===== config.mk =====
export PLATFORM = sky130hd
export DESIGN_NAME = input_conditioner
export DESIGN_NICKNAME = d
export VERILOG_FILES = /design/src/rtl/input_conditioner.sv
export SDC_FILE = /design/constraint.sdc
export NUM_CORES = 1
export LEC_CHECK = 0
export ABC_AREA = 0
export CAP_MARGIN = 20
export CORE_MARGIN = 2
export CORE_UTILIZATION = 40
export CTS_CLUSTER_DIAMETER = 80
export DETAILED_ROUTE_END_ITERATION = 10
export DONT_BUFFER_PORTS = 1
export PLACE_DENSITY = 0.61
export REMOVE_ABC_BUFFERS = 1
export SYNTH_ARGS = -nofsm -noshare
export SYNTH_HDL_FRONTEND = slang
export SYNTH_SLANG_ARGS = --single-unit

===== constraint.sdc =====
create_clock -name clk -period 8.5 [get_ports clk]
set_input_delay 0.85 -clock clk [delete_from_list [all_inputs] [get_ports clk]]
set_output_delay 0.85 -clock clk [all_outputs]
set_load 0.02 [all_outputs]

===== src/rtl/input_conditioner.sv =====
// Button input conditioner: per-channel 2-flop sync, counter debounce,
// press/release edge pulses and a hold-to-repeat FSM.

module input_conditioner_ch #(
  parameter int DEBOUNCE_CYCLES = 60000,
  parameter int REPEAT_DELAY    = 4800000,
  parameter int REPEAT_PERIOD   = 1200000
) (
  input  logic clk,
  input  logic reset,
  input  logic raw,
  output logic lvl,
  output logic prs,
  output logic rls,
  output logic rpt
);
  typedef enum logic [1:0] {RELEASED, HELD_DELAY, HELD_REPEAT} state_e;

  localparam logic [19:0] STAB_LAST   = 20'(DEBOUNCE_CYCLES - 1);
  localparam logic [23:0] DELAY_LAST  = 24'(REPEAT_DELAY - 1);
  localparam logic [23:0] PERIOD_LAST = 24'(REPEAT_PERIOD - 1);

  logic [1:0]  sync_q, sync_d;
  logic [19:0] stab_q, stab_d;
  logic [23:0] hold_q, hold_d;
  logic        lvl_q, lvl_d, prs_q, prs_d, rls_q, rls_d, rpt_q, rpt_d;
  state_e      state_q, state_d;

  always_ff @(posedge clk or posedge reset) begin
    if (reset) begin
      sync_q  <= '0;
      stab_q  <= '0;
      hold_q  <= '0;
      lvl_q   <= 1'b0;
      prs_q   <= 1'b0;
      rls_q   <= 1'b0;
      rpt_q   <= 1'b0;
      state_q <= RELEASED;
    end else begin
      sync_q  <= sync_d;
      stab_q  <= stab_d;
      hold_q  <= hold_d;
      lvl_q   <= lvl_d;
      prs_q   <= prs_d;
      rls_q   <= rls_d;
      rpt_q   <= rpt_d;
      state_q <= state_d;
    end
  end

  always_comb begin
    sync_d  = {sync_q[0], raw};
    stab_d  = '0;
    lvl_d   = lvl_q;
    prs_d   = 1'b0;
    rls_d   = 1'b0;
    rpt_d   = 1'b0;
    state_d = state_q;
    hold_d  = hold_q;

    if (sync_q[1] != lvl_q) begin
      if (stab_q == STAB_LAST) begin
        lvl_d = ~lvl_q;
        prs_d = ~lvl_q;
        rls_d = lvl_q;
      end else begin
        stab_d = stab_q + 20'd1;
      end
    end

    // Level edges take priority so a release always suppresses a coincident repeat.
    if (prs_d) begin
      state_d = HELD_DELAY;
      hold_d  = '0;
    end else if (rls_d) begin
      state_d = RELEASED;
      hold_d  = '0;
    end else begin
      case (state_q)
        HELD_DELAY: begin
          if (hold_q == DELAY_LAST) begin
            rpt_d   = 1'b1;
            hold_d  = '0;
            state_d = HELD_REPEAT;
          end else begin
            hold_d = hold_q + 24'd1;
          end
        end
        HELD_REPEAT: begin
          if (hold_q == PERIOD_LAST) begin
            rpt_d  = 1'b1;
            hold_d = '0;
          end else begin
            hold_d = hold_q + 24'd1;
          end
        end
        default: hold_d = '0;
      endcase
    end
  end

  assign lvl = lvl_q;
  assign prs = prs_q;
  assign rls = rls_q;
  assign rpt = rpt_q;
endmodule

module input_conditioner #(
  parameter int N_BTN           = 5,
  parameter int DEBOUNCE_CYCLES = 60000,
  parameter int REPEAT_DELAY    = 4800000,
  parameter int REPEAT_PERIOD   = 1200000
) (
  input  logic             clk,
  input  logic             reset,
  input  logic [N_BTN-1:0] btn_raw,
  output logic [N_BTN-1:0] btn_level,
  output logic [N_BTN-1:0] btn_press,
  output logic [N_BTN-1:0] btn_release,
  output logic [N_BTN-1:0] btn_repeat
);
  for (genvar i = 0; i < N_BTN; i++) begin : g_ch
    input_conditioner_ch #(
      .DEBOUNCE_CYCLES(DEBOUNCE_CYCLES),
      .REPEAT_DELAY   (REPEAT_DELAY),
      .REPEAT_PERIOD  (REPEAT_PERIOD)
    ) u_ch (
      .clk  (clk),
      .reset(reset),
      .raw  (btn_raw[i]),
      .lvl  (btn_level[i]),
      .prs  (btn_press[i]),
      .rls  (btn_release[i]),
      .rpt  (btn_repeat[i])
    );
  end
endmodule


Yosys cells after proc, flatten, opt, wreduce, memory -nomap -nowiden
Cells that the tools add are included.
{ "totals": {"ff_bits": 260, "out_inout_bits": 20, "inputBits": 7, "word_cells": 205} }
{ "op_classes": {"reduce_logical": 20, "bitwise_logic": 5, "mux": 100, "add_sub_neg": 10, "eq_ne": 30} }
{ "op_table": {"columns": ["op", "count"], "rows": [
  ["24-bit two-way mux", 20],
  ["24-bit case mux with 2 select lines", 5],
  ["20-bit two-way mux", 10],
  ["24-bit by 1-bit adder with 24-bit output, second input constant", 5],
  ["24-bit by 21-bit == test with 1-bit output, second input constant", 5],
  ["24-bit by 23-bit == test with 1-bit output, second input constant", 5],
  ["20-bit by 1-bit adder with 20-bit output, second input constant", 5],
  ["20-bit by 16-bit == test with 1-bit output, second input constant", 5],
  ["1-bit two-way mux", 40],
  ["2-bit two-way mux", 20],
  ["3-bit nonzero test", 10],
  ["2-bit AND reduction", 10],
  ["2-bit by 1-bit == test with 1-bit output, second input constant", 5],
  ["2-bit == test, second input constant", 5],
  ["1-bit case mux with 2 select lines", 5],
  ["1-bit != test", 5],
  ["1-bit inverter", 5]
]} }

Logic depth before layout (Yosys ltp)
Gate-level depths: netlist (run 1).
{ "logic_depth": {"word_depth": 5, "ltp_mapped": 7, "ltp_nobuf": 6} }

Modules after synthesis
A second synthesis (run 1) with hierarchy kept.
{ "hier_totals": {"cells_unflattened": 1284, "hier_area_um2": 12988.7} }
{ "by_module_without_submodules": {"columns": ["mod", "seq_area_each_um2", "area_per_inst_um2", "cells_each", "n_inst"], "rows": [
  ["input_conditioner_ch at g_ch[0].u_ch ...", 1301.2, 2576.2, 253, 4],
  ["input_conditioner_ch at g_ch[4].u_ch", 1301.2, 2683.8, 272, 1]
]} }

Least setup slack after synthesis (run 1)
No wires, ideal clock.
{ "synth_timing": {"path_kind": "reg2reg", "startpoint": "register g_ch[4].u_ch.hold_q[21]", "endpoint": "register g_ch[4].u_ch.hold_q[15]", "required_ps": 8381, "path_stages_with_launch": 7, "period_less_slack_ps": 2318, "t_arrival_ps": 2198, "path_slack_ps": 6182, "setup_ps": 119, "path_buffers": 1, "path_cell_list": "dfrtp_1 or4_1 or4_4 o41a_1 o21bai_4 buf_6 nor2_1"} }
{ "synth_via": {"elab_chain_len": 5, "elab_cells_between_ends": 7, "classes_between": "eq/ne (2); mux (5)"} }
{ "synth_lines": {"columns": ["item", "line", "text"], "rows": [
  ["start, declared", "25", "logic [23:0] hold_q, hold_d;"],
  ["start signal, assigned", "42", "hold_q <= hold_d;"],
  ["24-bit by 21-bit == test with 1-bit output or 24-bit by 23-bit == test with 1-bit output (tied branches)", "90, 81", null],
  ["24-bit two-way mux, on equally long branches", "90, 81", null],
  ["24-bit case mux with 2 select lines (*)", "79", "case (state_q)"],
  ["24-bit two-way mux (*)", "75", "end else if (rls_d) begin"],
  ["24-bit two-way mux (*)", "72", "if (prs_d) begin"],
  ["named net g_ch[4].u_ch.hold_d[15]", "25", null]
]} }
Mark *: on every way through the listed nets, which the timed path passes. The rest lies on a longest branch.
A chain may end at the register's enable or synchronous reset.

Worst setup path after layout (run 1)
{ "layout_timing": {"startpoint": "register g_ch[0].u_ch.hold_q[0]", "endpoint": "register g_ch[0].u_ch.hold_q[16]"} }
{ "layout_via": {"elab_chain_len": 5, "elab_cells_between_ends": 8, "classes_between": "add/sub (1); eq/ne (2); mux (5)"} }
{ "layout_lines": {"columns": ["item", "line"], "rows": [
  ["start, declared", "25"],
  ["start signal, assigned", "42"],
  ["24-bit by 1-bit adder with 24-bit output, or another cell as far along", "86, 94"],
  ["24-bit two-way mux, on equally long branches", "90, 81"],
  ["24-bit case mux with 2 select lines (*)", "79"],
  ["24-bit two-way mux (*)", "75"],
  ["24-bit two-way mux (*)", "72"],
  ["named net g_ch[0].u_ch.hold_d[16]", "25"]
]} }
Marks and branches as above.

==> results.yml, run 1 <==
run_status:
  status: "finished, final reports clean"
synthesis:
  seq_area_frac_synth: 0.510
  synth_seq_cells: 260
  synth_top_area_frac: 0.510
  syn_avg_cell_area_um2: 9.80
  syn_area_um2: 12800
  synth_cell_types: 47
  netlist_instances: 1302
  ys_async_sr_fraction: 1.00
  synth.largest_area_cell: "dfrtp_1"
  synth_edf_count: 0
  ys.flop_type: "dfrtp_1"
  synth_area_leaders: "dfrtp_1 (51%), nor2_1 (8.2%), xor2_1 (7.4%)"
  synth_warnings: 0
sta:
  fin_setup_tns_ns: 0
  setup-violations-final: 0
  period_share: 0.314
  finClkSkew_ns: 0.00972
  rsz0062_at_grt: "false"
  whs_ns: 0.318
  slew_viol_final: 0
  relSlewSlack: 0.322
  max_slew.worst_pin.slew_ns: 1.00
  hold_violations: 0
  worst_slack_ns: 5.83
  fmax_mhz: 375
  fin_crit_ns: 2.67
worst_setup_path:
  start_kind: "flip-flop"
  cp_num_cells: 6
  cp_max_fo: 23
  worstRegToRegCells: 6
  slowest_delay_ns: 0.60
  crit_path_end_kind: "flip-flop"
  crit_slowest_cell: "or4_1"
  worstPathArrival_ns: 3.07
  path_delay_family: "compound AO/OA/AOI/OAI gates"
  path_buf_inv: 0
  reg2reg_to: "g_ch[0].u_ch.hold_q[16]"
  crit_required_ns: 8.91
  reg2reg_slack_ns: 5.83
  path_class: "reg2reg"
  path_cells: "ha_1 > nand4_1 > or4_1 > o41a_1 > o221ai_4 > nor2_1"
  critPathLaunch: "g_ch[0].u_ch.hold_q[0]"
  crit_end: "g_ch[0].u_ch.hold_q[16]"
  timing.rr.start: "g_ch[0].u_ch.hold_q[0]"
pwr:
  p_int_w: 0.00196
  p_seq_frac: 0.501
  swShare: 0.217
  p_leak_nw: 5.60
  pwr-share-clk: 0.482
  comb_power_share: 0.018
  ir_worst_vdd_uv: 147
  powerDensity_nw_per_um2: 179
  p_sw_w: 0.000543
cts:
  post_cts_resized: 0
  cts_buffers: 30
  clk_pin_slew_ns: 0.06
  holdBufCountCts: 0
  clk_path_buf_depth: 3
  clk_latency_ns: 0.55
  clock_tree.root_cell: "clkbuf_16"
  cts_tree: "built"
  clock-sinks: 260
  cts-htree-levels: 1
  post_cts_buffers: 0
drt:
  wl_um: 23200
  avgRoutedWirePerCell_um: 13.5
  route.vias.total: 8822
  drc: 0
  drtPass1Iterations: 5
  vias_per_cell: 5.14
  drtIter0Drc: 427
  ant_nets: 0
layout:
  mostFrequentLayoutCells: "nor2_1 (279), dfrtp_1 (260), xor2_1 (108)"
  fin_area_um2: 14000
  drive_gt1_frac: 0.0526
  insertedDiodeCount: 0
  layout_commonest_cell: "nor2_1"
  area_growth_pct: 9.46
  final_nets: 1319
grt:
  grt_max_degree: 121
  grt-ovfl-total: 0
  globalRouteTotalUtil: 0.145
  grt_antenna_before_repair: 0
  grt_pass1_vias: 8708
  grt_pass1_wl_um: 41600
die:
  start_util: 0.405
  die_w_um: 183
  pin_count: 27
  rows: 65
  core_area_um2: 31500
  die-area_um2: 33300
  chipHeight_um: 183
place:
  hpwl_um: 15000
  io_buffers: 0
  place_congestion: 0.790
  place_area_um2: 13000
  pre_cts_slack_ns: 5.83
flow_run:
  maxCapViolations: 0
hold_path:
  hold_path.class: "in2async"
-- cells in the mapped netlist (24+ instances only) --
cell      number
xnor2_1       95
nand4_1       59
nand2_1       93
and3_1        31
nor2_1       279
clkbuf_1      24
inv_1         39
xor2_1       108
dfrtp_1      260
nor3_1        35
and4_1        29
nand3_1       72
-- power by group through the flow --
| stage | combinational [W] | clock [W] | sequential (W) |
|---|---|---|---|
| after floorplan | 0.0000336 | 0 | 0.00127 |
| after global placement | 0.0000468 | 0 | 0.00128 |
| after detailed placement | 0.0000473 | 0 | 0.00128 |
| after CTS | 0.0000475 | 0.00125 | 0.00125 |
| after global routing | 0.0000541 | 0.00130 | 0.00125 |
| final | 0.0000442 | 0.00121 | 0.00125 |
-- through the flow --
| stage | cells | total power, W | utilization |
|---|---|---|---|
| CTS | 1715 | 0.00255 | 0.444 |
| detailed placement | 1662 | 0.00132 | 0.414 |
| floorplan | 1254 | 0.00131 | - |
| finish | 1715 | 0.00251 | 0.444 |
| global route | 1715 | 0.00261 | 0.444 |
| global placement | 1662 | 0.00132 | 0.414 |
-- worst reg2reg max path: stages, from the launching register on --
cell      delay (ns)
dfrtp_1         0.38
ha_1            0.23
nand4_1         0.21
or4_1           0.60
o41a_1          0.45
o221ai_4        0.52
nor2_1          0.14
-- registers in the layout, summed over array words and instances (netlist names) --
| register | flops |
|---|---|
| g_ch.u_ch.lvl | 5 |
| g_ch.u_ch.state_q | 10 |
| g_ch.u_ch.sync_q | 10 |
| g_ch.u_ch.stab_q | 100 |
| g_ch.u_ch.rpt | 5 |
| g_ch.u_ch.hold_q | 120 |
| g_ch.u_ch.rls | 5 |
| g_ch.u_ch.prs | 5 |
-- cell type report --
| type | instances | area (um2) |
|---|---|---|
| Fill cell | 2947 | 17500 |
| Sequential cell | 260 | 6510 |
| Multi-Input combinational cell | 955 | 5820 |
| Clock buffer | 45 | 877 |
| Tap cell | 402 | 503 |
| Inverter | 39 | 154 |
| Clock inverter | 8 | 58.8 |
| Timing Repair Buffer | 6 | 45.0 |
-- layer usage --
metal	GRT usage	share of wire	up-vias	wire length (um)
li1	-	-	4389	-
met1	0.211	0.50	4303	11700
met2	0.228	0.44	97	10300
met3	0.0229	0.031	33	712
met4	0.0355	0.021	0	491
met5	0	0	-	0
-- how the worst min path moves through the flow --
stage,startpoint,to,cells past startpoint
5_1_grt,btn_raw[1],g_ch[1].u_ch.sync_q[0],0
3_5_place_dp,g_ch[2].u_ch.sync_q[0],g_ch[2].u_ch.sync_q[1],0
6_report,reset,g_ch[0].u_ch.sync_q[0],1
2_1_floorplan,g_ch[0].u_ch.sync_q[0],g_ch[0].u_ch.sync_q[1],0
4_1_cts,btn_raw[1],g_ch[1].u_ch.sync_q[0],0
3_3_place_gp,g_ch[3].u_ch.sync_q[0],g_ch[3].u_ch.sync_q[1],0
-- kinds of logic after synthesis --
logic type	count (synthesis)	synth area share
buffers and inverters	87	0.0338
adder cells (fa/ha/maj)	20	0.0196
XOR/XNOR	203	0.139
flip-flops	260	0.510
AND/OR/NAND/NOR	690	0.270
multiplexers	5	0.00441
AO/OA/AOI/OAI	37	0.0221
(Power assumes the default switching activity.)
==> run 2: changes to the inputs <==
==> constraint.sdc (replaced) <==
create_clock -name clk -period 2.37 [get_ports clk]
set_input_delay 0.237 -clock clk [delete_from_list [all_inputs] [get_ports clk]]
set_output_delay 0.237 -clock clk [all_outputs]
set_load 0.02 [all_outputs]
==> run 2 against run 1 <==
  * The flow now finishes with violations (setup timing)
  * Setup slack got worse by 5.8 ns
  * Count of clock-buffer cells in the layout did not move
  * Clock power rose to 3.8 times the previous value
  * Clock skew up 0.0073 ns
  * Sequential power grew to 3.6 times the previous value
  * Worst hold slack got worse by 0.082 ns
  * Critical path depth did not move
  * Cell count is 2.5% higher
  * Register-to-register slack lost 5.8 ns
  * Sequential share of layout area down 1.7 points
==> results.yml, run 2 (synthesis gave the netlist of run 1 again) <==
sta:
  relSlewSlack: 0.641
  slew_viol_final: 0
  max_slew.worst_pin.slew_ns: 0.535
  hold_violations: 0
  setup-violations-final: 2
  finClkSkew_ns: 0.0170
  worst_slack_ns: -0.00344
  fmax_mhz: 421
  period_share: 1.00
  fin_crit_ns: 2.37
  rsz0062_at_grt: "true"
worst_setup_path:
  crit_path_end_kind: "flip-flop"
  start_kind: "flip-flop"
  worstPathArrival_ns: 2.81
  crit_required_ns: 2.81
  cp_max_fo: 23
  path_class: "reg2reg"
die:
  core_area_um2: 31500
  start_util: 0.405
  die-area_um2: 33300
  die_w_um: 183
  rows: 65
  chipHeight_um: 183
  pin_count: 27
layout:
  largest_reg_flops: 120
  mostFrequentLayoutCells: "nor2_1 (269), dfrtp_1 (260), xor2_1 (108)"
  finish.utilization: 0.461
  layout_commonest_cell: "nor2_1"
  fillers: 2957
  drive_gt1_frac: 0.0892
  finalNonFillerCells: 1758
  multiInputGateArea_um2: 5860
  area_growth_pct: 13.7
  regArea_um2: 6510
  final_nets: 1361
  largest-register: "g_ch.u_ch.hold_q"
  insertedDiodeCount: 0
  top_regs: "g_ch.u_ch.hold_q (120), g_ch.u_ch.stab_q (100)"
pwr:
  swShare: 0.210
  p_sw_w: 0.00195
  p_total_w: 0.00929
  comb_power_share: 0.021
  p_leak_nw: 5.88
  powerDensity_nw_per_um2: 641
  p_int_w: 0.00734
  p_seq_frac: 0.484
  pwr-share-clk: 0.495
  ir_worst_vdd_uv: 691
drt:
  vias_per_cell: 5.09
  wl_um: 23900
  drc: 0
  drtPass1Iterations: 4
  route.vias.total: 8957
  avgRoutedWirePerCell_um: 13.6
  drtIter0Drc: 458
  ant_nets: 0
cts:
  cts_buffers: 30
  cts-htree-levels: 1
  clk_path_buf_depth: 3
  clock-sinks: 260
  clock_tree.root_cell: "clkbuf_16"
  cts_tree: "built"
  clk_latency_ns: 0.55
  clk_pin_slew_ns: 0.06
place:
  placed_cells: 1696
  pre_cts_slack_ns: -0.0131
  hpwl_um: 16000
  place_congestion: 0.815
  io_buffers: 0
run_status:
  violations: "setup timing"
  status: "complete, but fails checks"
grt:
  grt_pass1_wl_um: 42100
  grt_pass1_vias: 8974
  globalRouteTotalUtil: 0.147
  grt_max_degree: 77
  grt-ovfl-total: 0
  grt_antenna_before_repair: 0
flow_run:
  maxCapViolations: 0
hold_path:
  hold_path.class: "in2async"
==> run 2: cell count changes in the layout (fill, tap and decap cells not counted), sizes merged <==
cell / change
buf: +35
dlygate4sd3: +6
clkinv: +1
bufinv: +2
clkinvlp: -2
clkbuf: +1
==> run 2: worst paths after layout <==
path	start	to	cells past startpoint	slack (ns)
worst max-delay path	g_ch[0].u_ch.hold_q[19]	g_ch[0].u_ch.hold_q[20]	6	-0.003
worst min-delay path	reset	g_ch[0].u_ch.rls	2	0.24
worst max register to register	g_ch[0].u_ch.hold_q[19]	g_ch[0].u_ch.hold_q[20]	6	-0.003
worst min register to register	g_ch[1].u_ch.sync_q[0]	g_ch[1].u_ch.sync_q[1]	0	0.35
max in group asynchronous	reset	g_ch[1].u_ch.stab_q[12]	3	1.33
min in group clk	btn_raw[2]	g_ch[2].u_ch.sync_q[0]	1	0.24
==> run 2: layout make-up <==
cell class	instances	share of cell area
sequential	260	0.449
multi-input combinational	955	0.404
clock buffer	45	0.0619
tap	402	0.0347
timing repair buffer	48	0.0328
inverter	39	0.0106
clock inverter	9	0.00751
==> run 2: power by group through the flow <==
| stage | sequential [W] | combinational, W | clock (W) |
|---|---|---|---|
| 5_1_grt | 0.00450 | 0.000227 | 0.00493 |
| 3_5_place_dp | 0.00458 | 0.000193 | 0 |
| 3_3_place_gp | 0.00458 | 0.000190 | 0 |
| 6_report | 0.00450 | 0.000191 | 0.00460 |
| 2_1_floorplan | 0.00457 | 0.000120 | 0 |
| 4_1_cts | 0.00450 | 0.000203 | 0.00475 |
==> run 2: per-layer routing <==
metal	routed length (um)	global-route usage	up-vias
met4	427	0.0329	0
met3	710	0.0239	30
li1	-	-	4482
met5	0	0	-
met1	11900	0.209	4363
met2	10900	0.238	82
==> run 2: repair_timing <==
action	4_1_cts	5_1_grt
hold buffers	6	0
setup buffers	0	0
gates resized for setup	1	14
gates cloned	0	2
hold endpoints to repair	73	0
endpoints found under the setup margin	23	69
pin swaps	0	8
==> run 2: through the flow <==
| step | cell area (um2) | hold slack, ns | setup TNS [ns] |
|---|---|---|---|
| after global placement | 13400 | 0.175 | 0 |
| after floorplan | 12500 | 0.268 | -1312.42 |
| after CTS | 14400 | 0.206 | -0.0740 |
| after global routing | 14500 | 0.224 | -2.98 |
| after detailed placement | 13400 | 0.179 | -0.113 |
| final | 14500 | 0.237 | -0.00435 |
==> run 2: critical path, cell delays in order (launching register included) <==
cell	delay [ns]
dfrtp_1	0.41
or4b_1	0.53
or4_4	0.43
o41a_1	0.45
o221ai_4	0.17
buf_12	0.19
nor2_1	0.06
